<file path="config.mk">
export PLATFORM = sky130hd
export DESIGN_NAME = multi_int_controller
export DESIGN_NICKNAME = d
export VERILOG_FILES = /design/src/rtl/multi_int_controller.sv
export SDC_FILE = /design/constraint.sdc
export NUM_CORES = 1
export LEC_CHECK = 0
export CORE_MARGIN = 4
export CORE_UTILIZATION = 30
export CTS_BUF_LIST = sky130_fd_sc_hd__clkbuf_16
export DETAILED_ROUTE_END_ITERATION = 8
export GPL_TIMING_DRIVEN = 0
export HOLD_SLACK_MARGIN = 0.08
export PLACE_DENSITY = 0.61
export SETUP_SLACK_MARGIN = 0.3
export SLEW_MARGIN = 10
export SYNTH_ARGS = -nofsm -noshare
export SYNTH_HDL_FRONTEND = slang
export SYNTH_SLANG_ARGS = --single-unit
export TNS_END_PERCENT = 20
</file>
<file path="constraint.sdc">
create_clock -name clk -period 3.8 [get_ports clk]
set_clock_uncertainty 0.2 [all_clocks]
set_input_delay 0.57 -clock clk [delete_from_list [all_inputs] [get_ports clk]]
set_output_delay 0.57 -clock clk [all_outputs]
set_load 0.1 [all_outputs]
</file>
<file path="src/rtl/multi_int_controller.sv">
// Multi-channel interrupt controller: synchronised edge/level capture, pending latch,
// fixed-priority encoder and request/ack FSM. Optional overrun flags: MULTI_INT_OVERRUN_EN.
module multi_int_controller #(
  parameter int NUM_INT     = 8,
  parameter int VEC_W       = 3,
  parameter int SYNC_STAGES = 2
) (
  input  logic               clk,
  input  logic               rst_n,
  input  logic [NUM_INT-1:0] int_in,
  input  logic [NUM_INT-1:0] int_en,
  input  logic [NUM_INT-1:0] pos_en,
  input  logic [NUM_INT-1:0] neg_en,
  input  logic [NUM_INT-1:0] level_en,
  input  logic               clr_wr,
  input  logic [NUM_INT-1:0] clr_mask,
  input  logic               int_ack,
  output logic               int_out,
  output logic [VEC_W-1:0]   int_vec,
  output logic [NUM_INT-1:0] int_pending
`ifdef MULTI_INT_OVERRUN_EN
  ,
  output logic [NUM_INT-1:0] int_overrun
`endif
);

  typedef enum logic [0:0] {ST_IDLE = 1'b0, ST_ASSERT = 1'b1} state_e;

  // Lowest set index wins.
  function automatic logic [VEC_W-1:0] prio_enc(input logic [NUM_INT-1:0] req);
    prio_enc = {VEC_W{1'b0}};
    for (int i = NUM_INT - 1; i >= 0; i--) begin
      if (req[i]) prio_enc = VEC_W'(i);
    end
  endfunction

  logic [SYNC_STAGES-1:0][NUM_INT-1:0] sync_q, sync_d;
  logic [NUM_INT-1:0] hist_q, pending_q, pending_d;
  logic [NUM_INT-1:0] sync_s, rise_s, fall_s, edge_s, sel_s, clr_s, sw_clr_s, req_s;
  logic               req_hit_s;
  state_e             state_q;
  logic               int_out_q;
  logic [VEC_W-1:0]   int_vec_q;

  always_comb begin
    sync_d    = {SYNC_STAGES{{NUM_INT{1'b0}}}};
    sync_d[0] = int_in;
    for (int k = 1; k < SYNC_STAGES; k++) begin
      sync_d[k] = sync_q[k-1];
    end
    sync_s = sync_q[SYNC_STAGES-1];
    rise_s = sync_s & ~hist_q & pos_en;
    fall_s = ~sync_s & hist_q & neg_en;
    edge_s = (rise_s | fall_s) & ~level_en;
    for (int i = 0; i < NUM_INT; i++) begin
      sel_s[i] = (int_vec_q == VEC_W'(i));
    end
    sw_clr_s  = clr_mask & {NUM_INT{clr_wr}};
    clr_s     = sw_clr_s | (sel_s & {NUM_INT{int_ack && (state_q == ST_ASSERT)}});
    // A new edge wins over any clear in the same cycle so it cannot be lost.
    pending_d = (level_en & sync_s) | (~level_en & (edge_s | (pending_q & ~clr_s)));
    req_s     = pending_q & int_en;
    req_hit_s = |(req_s & sel_s);
  end

  always_ff @(posedge clk or negedge rst_n) begin
    if (!rst_n) begin
      sync_q    <= {SYNC_STAGES{{NUM_INT{1'b0}}}};
      hist_q    <= {NUM_INT{1'b0}};
      pending_q <= {NUM_INT{1'b0}};
    end else begin
      sync_q    <= sync_d;
      hist_q    <= sync_s;
      pending_q <= pending_d;
    end
  end

  always_ff @(posedge clk or negedge rst_n) begin
    if (!rst_n) begin
      state_q   <= ST_IDLE;
      int_out_q <= 1'b0;
      int_vec_q <= {VEC_W{1'b0}};
    end else begin
      case (state_q)
        ST_IDLE: begin
          if (req_s != {NUM_INT{1'b0}}) begin
            state_q   <= ST_ASSERT;
            int_out_q <= 1'b1;
            int_vec_q <= prio_enc(req_s);
          end else begin
            int_out_q <= 1'b0;
          end
        end
        ST_ASSERT: begin
          // Returning through IDLE guarantees a low cycle before the next request.
          if (int_ack || !req_hit_s) begin
            state_q   <= ST_IDLE;
            int_out_q <= 1'b0;
          end else begin
            int_out_q <= 1'b1;
          end
        end
        default: begin
          state_q   <= ST_IDLE;
          int_out_q <= 1'b0;
        end
      endcase
    end
  end

`ifdef MULTI_INT_OVERRUN_EN
  logic [NUM_INT-1:0] overrun_q, overrun_d;

  always_comb begin
    overrun_d = (edge_s & pending_q) | (overrun_q & ~sw_clr_s);
  end

  always_ff @(posedge clk or negedge rst_n) begin
    if (!rst_n) begin
      overrun_q <= {NUM_INT{1'b0}};
    end else begin
      overrun_q <= overrun_d;
    end
  end

  assign int_overrun = overrun_q;
`endif

  assign int_out     = int_out_q;
  assign int_vec     = int_vec_q;
  assign int_pending = pending_q;

endmodule

</file>
==> results of run 1 <==
-- placed cells by master (no fill, tap or decap), types with 2 or more instances in the layout --
master and instances:
clkinv_1 2, inv_1 2, o41ai_1 2, o311ai_1 2
dfrtp_1 36, o21ai_1 7, nand2b_1 3, a31oi_1 3
nand4b_1 2, nor2b_1 7, nand3_1 2, o211ai_1 5
o21ai_0 11, a22o_1 3, a21oi_1 3, o22ai_1 2
clkdlybuf4s50_1 61, a22oi_1 2, o22a_1 2, buf_6 2
o21a_1 7, nand2_1 22, clkbuf_16 5
-- worst paths after layout --
check | from | slack (ns) | end
max reg2reg | int_vec[2]$_DFFE_PN0P_ | 2.19 | int_pending[0]$_DFF_PN0_
min in group asynchronous | rst_n | 0.18 | sync_d[10]$_DFF_PN0_
max in group asynchronous | rst_n | 2.71 | sync_s[4]$_DFF_PN0_
min | sync_d[8]$_DFF_PN0_ | 0.14 | sync_s[0]$_DFF_PN0_
min reg2reg | sync_d[8]$_DFF_PN0_ | 0.14 | sync_s[0]$_DFF_PN0_
max | int_vec[2]$_DFFE_PN0P_ | 1.03 | int_vec[2]
-- layer usage --
metal	vias to the layer above	wire length [microns]	part of all wire (%)
li1	647	-	-
met1	645	1680	40
met2	63	2210	52
met3	7	264	6.3
met4	0	59	1.4
met5	-	0	0
-- flip-flops by register name, indices dropped and copies added, names as in the netlist --
| register | cells |
|---|---|
| sync_d | 8 |
| int_out | 1 |
| sync_s | 8 |
| hist_q | 8 |
| int_pending | 8 |
| int_vec | 3 |
-- power groups by stage --
stage / Combinational, uW / Clock (uW) / Sequential, uW
after floorplan: 188 / 0 / 701
after global placement: 583 / 0 / 482
after detailed placement: 589 / 0 / 484
after CTS: 592 / 387 / 478
after global routing: 622 / 405 / 487
final: 589 / 373 / 479
-- cells by family after synthesis --
kind of cell | count (synthesis) | share of synthesized area, %
AO/OA/AOI/OAI | 54 | 24.2
AND/OR/NAND/NOR | 41 | 14.6
buffers and inverters | 6 | 2.68
flip-flops | 36 | 58.5
-- final cells by class --
| cell class | instances | area share [%] |
|---|---|---|
| sequential | 36 | 38.0 |
| timing repair buffer | 62 | 25.9 |
| multi-input combinational | 95 | 25.2 |
| clock buffer | 5 | 5.27 |
| tap | 67 | 3.53 |
| buffer | 4 | 1.42 |
| clock inverter | 2 | 0.316 |
| inverter | 2 | 0.316 |
-- per-stage QoR --
stage	cells	area, sq um	hold WS (ns)
global placement	266	2240	0.131
global route	273	2370	0.152
finish	273	2370	0.144
CTS	273	2370	0.147
floorplan	137	1540	0.0744
detailed placement	266	2240	0.135
==> impl_metrics.ini, run 1 <==
[final_layout]
drive_gt1_share_pct = 5.83
antenna_cells = 0
multi_input_area_sq_um = 598
area_growth_pct = 54.0
regArea_sq_um = 901
utilization_pct = 48.9
nets = 258
fillers = 456

[synth]
yosysWarnings = 0
synth_edf_count = 0
synthArstFlopShare_pct = 100
netlist_instances = 137
ys.flop_type = dfrtp_1
yosysUniqueCellTypes = 32
ys_top_cells_by_count = dfrtp_1, nand2_1, o21ai_0
synthTopCellsByArea = dfrtp_1, nand2_1, o21ai_0, o21a_1, nor2b_1
synth.most_common_cell = dfrtp_1
syn_area_per_cell_sq_um = 11.2
yosysSeqAreaShare_pct = 58.5
synth_top_area_cell = dfrtp_1
synth_top_area_share_pct = 58.5
netlist_area_sq_mm = 0.00154
synth_seq_cells = 36
synth_nets = 189

[sta]
max_freq_mhz = 361
relSlewSlack_pct = 33.4
min_period_ns = 2.77
worst_pin_slew_ns = 0.995
setup_viol = 0
rsz0062_at_grt = no
period_share_pct = 72.8
fin_tns_setup_ns = 0
fin_ws_ns = 1.03
report.final.slew_viol_count = 0
finalHoldViolCount = 0

[cts]
worstSkewPairLatency_ns = 0.27
clk_pin_slew_ns = 0.05
clock_sinks = 36
clockBufferDepth = 2
numCtsBuffers = 5
h-tree-depth = 2
cts.repair.resized = 0
post_cts_buffers = 0
root_buffer = clkbuf_16
holdBufCountCts = 0
cts_tree = built

[worst_setup_path]
path_buf_inv = 1
critical_path_class = flop to primary output
critPathRequiredTime_ns = 3.03
critPathTopFamily = buffers and inverters
rr_worst_depth = 4
crit_path_top_delay_cell = clkdlybuf4s50_1
crit_path_max_incr_delay_ns = 1.21
crit_path_end_kind = primary output
worst-endpoint-arrival_ns = 2.00
cp.depth = 1
path_max_fanout = 10
cp_cell_sequence = clkdlybuf4s50_1
start_kind = flop

[global_routing]
grt_first_pass_wirelength_microns = 7090
grt_overflow = 0
met2_usage_pct = 24.9
antenna_found_initial = 0
grt_max_degree = 37
grt_usage_pct = 14.4
grtUsageMet3_pct = 4.63
busiest_layer = met2
grt_pass1_vias = 1544
gr-usage-met1_pct = 16.4

[pwr]
internal-power_uw = 866
pwr_density_cell_mw_per_mm2 = 607
ir_drop_v = 0.000235
p_total_uw = 1440
power.leakage_uw = 0.000952
p_comb_share_pct = 40.9
pwr-share-clk_pct = 25.9
p_sw_uw = 574
p_seq_share_pct = 33.2
p_sw_share_pct = 39.9

[route]
wl_microns = 4210
ant_nets = 0
drt-pass1-iter-count = 4
vias = 1362
vias_per_cell = 4.99
drc = 0
drtIter0Drc = 172
post_drt_wl_per_cell_microns = 15.4

[run]
drv.max_cap_violation_count = 0

[placed_design]
io_buffers = 62
place_worst_setup_slack_ns = 1.34
gp_congestion = 0.953
post-dp-hpwl_microns = 3280

[die]
core_area_sq_mm = 0.00485
ios = 64
die_h_microns = 79.7
chipWidth_microns = 79.7
start_util_pct = 31.8
rows = 25
die_area_sq_mm = 0.00634

[run_status]
status = complete, no violations

[worst_hold_path]
min_path_type = flop to flop
whs_path_depth = 0
Power figures use the tool's default switching activity.
==> run 2, diff against run 1 <==
clock period = 2.72 ns   (was 3.8 ns; I/O delays follow)
==> run 2 against run 1 <==
Combinational power grew 39%. First-iteration DRC count rose by 2.3%. Worst setup slack got worse by 0.78 ns. Via count grew 0.29%. Critical path depth unchanged. Global-route usage grew 0.072 points. Cell count increased by 0.37%. Routed wire length increased by 0.81%. Sequential share of layout area decreased by 0.16 points. Clock power grew 40%.
==> impl_metrics.ini, run 2 (same netlist as run 1, synthesis figures left out) <==
[run_status]
status = complete, no violations

[cts]
clock_sinks = 36
cts_tree = built
root_buffer = clkbuf_16
clockBufferDepth = 2
post_cts_buffers = 0
clk_pin_slew_ns = 0.05
worstSkewPairLatency_ns = 0.27
numCtsBuffers = 5
h-tree-depth = 2

[sta]
worst_pin_slew_ns = 0.995
min_period_ns = 2.47
finalHoldViolCount = 0
fin_ws_ns = 0.252
fin_tns_setup_ns = 0
setup_viol = 0
period_share_pct = 90.7
hold_slack_ns = 0.144
max_freq_mhz = 405
report.final.slew_viol_count = 0
rsz0062_at_grt = yes
relSlewSlack_pct = 33.4

[route]
vias_per_cell = 4.99
ant_nets = 0
post_drt_wl_per_cell_microns = 15.5
drt-pass1-iter-count = 4
drtIter0Drc = 176
drc = 0
vias = 1366
wl_microns = 4250

[worst_setup_path]
critPathTopFamily = buffers and inverters
start_kind = flop
critical_path_class = flop to primary output
worst-endpoint-arrival_ns = 1.86
cp_cell_sequence = clkdlybuf4s50_1
crit_path_max_incr_delay_ns = 1.17
crit_path_top_delay_cell = clkdlybuf4s50_1
r2r-start = int_vec[2]$_DFFE_PN0P_
rr_worst_depth = 4
path_buf_inv = 1
rrSetupSlack_ns = 1.12
crit_path_end_kind = primary output
critPathRequiredTime_ns = 2.11
path_max_fanout = 5
rr_endpoint = int_pending[0]$_DFF_PN0_

[die]
core_area_sq_mm = 0.00485
die_area_sq_mm = 0.00634
ios = 64
chipWidth_microns = 79.7
die_h_microns = 79.7
start_util_pct = 31.8
rows = 25

[final_layout]
drive_gt1_share_pct = 5.80
area_growth_pct = 54.7
regArea_sq_um = 901
final_common_cell = clkdlybuf4s50_1
utilization_pct = 49.1
fillers = 455
antenna_cells = 0
layout_common_cells = clkdlybuf4s50_1, dfrtp_1, nand2_1
nets = 259
multi_input_area_sq_um = 598

[worst_hold_path]
whs_path_depth = 0
min_path_type = flop to flop
hold_path.startpoint = sync_d[8]$_DFF_PN0_
holdPathEnd = sync_s[0]$_DFF_PN0_

[pwr]
ir_drop_v = 0.000328
power.leakage_uw = 0.000970
pwr_density_cell_mw_per_mm2 = 842

[global_routing]
grt_max_degree = 37
grt_usage_pct = 14.5
grt_first_pass_wirelength_microns = 7130
antenna_found_initial = 0
grt_pass1_vias = 1555
grt_overflow = 0

[placed_design]
post-dp-hpwl_microns = 3280
place_worst_setup_slack_ns = 0.419
io_buffers = 62
gp_congestion = 0.953

[run]
drv.max_cap_violation_count = 0
==> run 2: area by class of cell <==
cell class	count	area share, %
multi-input cells	95	25.1
repair buffers	63	26.3
clock buffers	5	5.25
inverters	2	0.315
well taps	67	3.52
plain buffers	4	1.42
flip-flops and latches	36	37.8
clock inverters	2	0.315
==> run 2: timing repair <==
item | CTS | global route
endpoints found under the hold margin | 36 | 0
hold buffers | 1 | 0
endpoints found under the setup margin | 11 | 9
gates resized for setup | 2 | 1
==> run 2: power by group <==
group	switching (uW)	total (uW)	internal (uW)
clock	194	521	327
combinational	539	818	279
sequential	69.2	668	599
total	802	2010	1200
==> run 2: worst max path at each step <==
stage,from,to,cells after the start
finish,int_pending[1]$_DFF_PN0_,int_pending[1],1
global route,int_pending[1]$_DFF_PN0_,int_pending[1],1
CTS,int_pending[2]$_DFF_PN0_,int_pending[2],1
detailed placement,int_vec[2]$_DFFE_PN0P_,int_vec[2],1
global placement,rst_n,int_pending[5]$_DFF_PN0_,1
floorplan,int_out$_DFF_PN0_,int_pending[6]$_DFF_PN0_,5
==> run 2: per-stage QoR <==
stage | cell area (sq um) | total power, uW | instances
CTS | 2380 | 2030 | 274
detailed placement | 2240 | 1500 | 266
floorplan | 1540 | 1240 | 137
finish | 2380 | 2010 | 274
global route | 2380 | 2110 | 274
global placement | 2240 | 1490 | 266
==> run 2: metal layers <==
metal / share of wire, % / track usage (%)
met1: 39 / 16.5
met5: 0 / 0
met4: 1.4 / 5.67
met2: 52 / 25.0
met3: 6.8 / 4.63
==> run 3, diff against run 2 <==
CORE_UTILIZATION = 42   (was 30)
GPL_ROUTABILITY_DRIVEN = 0   (was unset)
PLACE_DENSITY = 0.8   (was 0.61)
==> run 3 against run 2 <==
Flip-flop and latch count did not move. Global-route usage increased by 4.6 points. Register-to-register slack worse by 0.09 ns. Utilization grew 20 points. Sequential share of layout area decreased by 0.099 points. Maximum frequency down 0.25%. Sequential power increased by 0.6%. Critical path type unchanged. Largest power group unchanged. Highest routed layer unchanged.
==> impl_metrics.ini, run 3 (same netlist as run 1, synthesis figures left out) <==
[run_status]
status = complete, no violations

[pwr]
power.leakage_uw = 0.000994
ir_drop_v = 0.000558
pwr_density_cell_mw_per_mm2 = 885

[cts]
worstSkewPairLatency_ns = 0.28
clockBufferDepth = 2
h-tree-depth = 2
clk_pin_slew_ns = 0.05
clock_sinks = 36
root_buffer = clkbuf_16
cts_tree = built
numCtsBuffers = 5

[worst_setup_path]
critical_path_class = flop to primary output
rrSetupSlack_ns = 1.03
start_kind = flop
path_max_fanout = 5
critPathRequiredTime_ns = 2.11
critPathTopFamily = buffers and inverters
cp.depth = 1
crit_path_start = int_pending[7]$_DFF_PN0_
rr_endpoint = int_pending[0]$_DFF_PN0_
worst-endpoint-arrival_ns = 1.87
crit_path_top_delay_cell = clkdlybuf4s50_1
crit_path_max_incr_delay_ns = 1.17
r2r-start = int_vec[2]$_DFFE_PN0P_
crit_end = int_pending[7]
rr_worst_depth = 4
crit_path_end_kind = primary output
cp_cell_sequence = clkdlybuf4s50_1
path_buf_inv = 1

[route]
drc = 0
drtIter0Drc = 215
drt-pass1-iter-count = 5
vias_per_cell = 5.50
wl_microns = 4170
vias = 1396
post_drt_wl_per_cell_microns = 16.4
ant_nets = 0

[final_layout]
antenna_cells = 0
postLayoutCellArea_sq_mm = 0.00239
nets = 259
layout_common_cells = clkdlybuf4s50_1, dfrtp_1, nand2_1
drive_gt1_share_pct = 6.25
area_growth_pct = 55.1
final_common_cell = clkdlybuf4s50_1

[global_routing]
grt_usage_pct = 19.1
antenna_found_initial = 0
grt_max_degree = 37
grt_first_pass_wirelength_microns = 6460
grt_overflow = 0
grt_pass1_vias = 1404

[sta]
period_share_pct = 90.9
fin_tns_setup_ns = 0
fin_ws_ns = 0.246
max_freq_mhz = 404
rsz0062_at_grt = yes
relSlewSlack_pct = 33.8
min_period_ns = 2.47
worst_pin_slew_ns = 0.990
setup_viol = 0
report.final.slew_viol_count = 0
finalHoldViolCount = 0

[worst_hold_path]
min_path_type = flop to flop

[die]
chipWidth_microns = 68.6
core_area_sq_mm = 0.00344
die_area_sq_mm = 0.00470
start_util_pct = 44.7
ios = 64
die_h_microns = 68.6
rows = 21

[placed_design]
place_worst_setup_slack_ns = 0.432
placed_cell_area_sq_mm = 0.00221
post-dp-hpwl_microns = 3010
io_buffers = 62

[run]
drv.max_cap_violation_count = 0
-- run 3: cell types whose count changed in the layout (fill, tap and decap cells not counted), sizes merged --
cell	before	now
bufinv	0	1
clkdlybuf4s50	58	57
dlymetal6s2s	1	2
-- run 3: through the flow --
step                      hold slack (ns)  std cells  utilization [%]  power (uW)
after detailed placement            0.135        245             64.3        1490
after floorplan                   -0.0876        137                -        1240
final                               0.144        254             69.4        2110
after CTS                           0.146        254             69.2        2120
after global placement              0.131        245             64.4        1480
after global routing                0.158        254             69.4        2200
-- run 3: metal layers --
metal  up-vias  track usage (%)  share of wire (%)  wire length, microns
met5         -                0                  0                     0
met4         0             9.43                1.7                    71
met3         8             7.94                9.5                   395
met2        65             31.1                 52                  2160
met1       674             21.3                 37                  1540
li1        649                -                  -                     -
-- run 3: worst register-to-register path, cell delays in order (launching register included) --
cell,delay (ns)
dfrtp_1,0.48
nand3b_1,0.34
o311ai_1,0.33
o21a_1,0.17
o21ai_1,0.05
-- run 3: layout make-up --
type / instances / area [sq um]
fill: 262 / 1050
sequential: 36 / 901
timing repair buffer: 63 / 628
multi-input combinational: 95 / 598
clock buffer: 5 / 125
tap: 46 / 57.6
clock inverter: 3 / 37.5
buffer: 4 / 33.8
inverter: 2 / 7.51
-- run 3: worst min-delay path by stage --
| stage | startpoint | endpoint | slack [ns] | depth (start not counted) |
|---|---|---|---|---|
| 3_3_place_gp | sync_d[9]$_DFF_PN0_ | sync_s[1]$_DFF_PN0_ | 0.13 | 0 |
| 3_5_place_dp | sync_d[12]$_DFF_PN0_ | sync_s[4]$_DFF_PN0_ | 0.13 | 0 |
| 6_report | sync_d[13]$_DFF_PN0_ | sync_s[5]$_DFF_PN0_ | 0.14 | 0 |
| 4_1_cts | sync_d[12]$_DFF_PN0_ | sync_s[4]$_DFF_PN0_ | 0.15 | 0 |
| 5_1_grt | sync_d[13]$_DFF_PN0_ | sync_s[5]$_DFF_PN0_ | 0.16 | 0 |
| 2_1_floorplan | rst_n | hist_q[0]$_DFF_PN0_ | -0.09 | 0 |
-- run 3: report_power, final --
| part | total, uW | internal (uW) | switching, uW |
|---|---|---|---|
| registers | 672 | 599 | 73.9 |
| logic | 813 | 279 | 534 |
| clock network | 628 | 425 | 202 |
| total | 2110 | 1300 | 810 |
-- run 3: timing repair --
item / 4_1_cts / 5_1_grt
gates resized for setup: 2 / 2
hold endpoints to repair: 36 / 0
hold buffers: 1 / 0
endpoints found under the setup margin: 10 / 10
buffers inserted: 0 / 0
==> edit, RTL diff (settings of run 1) <==
The parameter `VEC_W` goes from 3 to 6.
--- a/src/rtl/multi_int_controller.sv
+++ b/src/rtl/multi_int_controller.sv
@@ -2,7 +2,7 @@
 // fixed-priority encoder and request/ack FSM. Optional overrun flags: MULTI_INT_OVERRUN_EN.
 module multi_int_controller #(
   parameter int NUM_INT     = 8,
-  parameter int VEC_W       = 3,
+  parameter int VEC_W       = 6,
   parameter int SYNC_STAGES = 2
 ) (
   input  logic               clk,
Ports: changed (resized int_vec); port bits go from 64 to 67. The function was not compared with the original's and may differ.
==> edit against run 1 <==
  * Worst setup slack worse by 0.025 ns
  * Final area up 4.5%
  * Combinational power up 2%
  * Count of clock-buffer cells in the layout unchanged
  * Critical path depth unchanged
  * Power up 6.5%
  * Sequential cell count unchanged
  * Synthesized area up 1.7%
  * Routed wire length down 7.4%
  * Critical endpoint unchanged
  * Largest power group unchanged
  * Highest routed layer unchanged
==> edit: results (changes against run 1) <==
<table>
<tr><th>Metric</th><th>Value</th></tr>
<tr><th colspan="2">Place</th></tr>
<tr><td>Last weighted congestion value of the routability-driven placer</td><td>0.791 (was 0.953)</td></tr>
<tr><td>DP Area</td><td>0.00230 mm² (was 0.00224 mm²)</td></tr>
<tr><td>Dpl cells</td><td>276 (was 266)</td></tr>
<tr><td>Placed wire-length estimate</td><td>3.04 mm (was 3.28 mm)</td></tr>
<tr><td>Pre-CTS setup slack</td><td>1.32 ns (was 1.34 ns)</td></tr>
<tr><th colspan="2">Critical path</th></tr>
<tr><td>Register-to-register setup slack</td><td>2.17 ns (was 2.19 ns)</td></tr>
<tr><td>Critical path data arrival time</td><td>2.02 ns (was 2.00 ns)</td></tr>
<tr><th colspan="2">Clock network</th></tr>
<tr><td>Cts hold-fix bufs</td><td>1 (was 0)</td></tr>
<tr><th colspan="2">Cells and area</th></tr>
<tr><td>Fraction of layout cells with a size suffix above 1</td><td>8.37% (was 5.83%)</td></tr>
<tr><td>Final std cells w/o fill</td><td>285 (was 273)</td></tr>
<tr><td>Fill cell total of the finished layout</td><td>482 (was 456)</td></tr>
<tr><th colspan="2">Drt</th></tr>
<tr><td>Via-to-Cell Ratio</td><td>4.74 (was 4.99)</td></tr>
<tr><td>Total Wirelength</td><td>3.90 mm (was 4.21 mm)</td></tr>
<tr><td>Drt first-iter violations</td><td>59 (was 172)</td></tr>
<tr><td>Met2 wire length</td><td>1.79 mm (was 2.21 mm)</td></tr>
<tr><td>Met1 Routed Length</td><td>1.69 mm (was 1.68 mm)</td></tr>
<tr><th colspan="2">Synth</th></tr>
<tr><td>Count of cell types in the netlist</td><td>33 (was 32)</td></tr>
<tr><td>Largest cells by area after synthesis</td><td>sky130_fd_sc_hd__dfrtp_1, sky130_fd_sc_hd__nand2_1, sky130_fd_sc_hd__o21ai_0, sky130_fd_sc_hd__o21a_1, sky130_fd_sc_hd__nor2b_1 (unchanged)</td></tr>
<tr><td>Mean instance size in the synthesized netlist</td><td>11.1 µm² (was 11.2 µm²)</td></tr>
<tr><th colspan="2">Timing</th></tr>
<tr><td>Slew at the pin with the worst max-slew slack</td><td>0.998 ns (was 0.995 ns)</td></tr>
<tr><td>Final hold slack</td><td>0.144 ns (about the same)</td></tr>
<tr><td>Maximum operating frequency</td><td>358 MHz (was 361 MHz)</td></tr>
<tr><th colspan="2">Outcome</th></tr>
<tr><td>Run status</td><td>complete, no violations (unchanged)</td></tr>
<tr><th colspan="2">GRT</th></tr>
<tr><td>Met1 GRT Util</td><td>15.7% (was 16.4%)</td></tr>
<tr><td>Pin count of the biggest net entering global routing</td><td>21 (was 37)</td></tr>
<tr><th colspan="2">Power</th></tr>
<tr><td>Max IR drop VDD</td><td>0.405 mV (was 0.235 mV)</td></tr>
</table>
edit: changes by cell type after synthesis, sizes merged:
cell	run 1	this run
conb	0	1
buf	4	7
edit: layout make-up:
cell class,instances,share of cell area (%)
plain buffers,7,2.27
clock buffers,5,5.05
flip-flops and latches,36,36.3
inverters,2,0.303
clock inverters,3,1.56
repair buffers,64,26.4
well taps,70,3.53
multi-input cells,98,24.6
edit: where the power goes:
part           switching [mW]  total, mW  internal [mW]
Combinational           0.394      0.603          0.209
Clock                   0.148      0.454          0.305
Sequential             0.0498      0.478          0.428
Total                   0.592       1.53          0.943
edit: logic make-up after synthesis:
| group | after synthesis | synth area share, % |
|---|---|---|
| AO/OA/AOI/OAI | 54 | 23.8 |
| flip-flops | 36 | 57.5 |
| other | 1 | 0.239 |
| AND/OR/NAND/NOR | 41 | 14.4 |
| buffers and inverters | 9 | 4.07 |
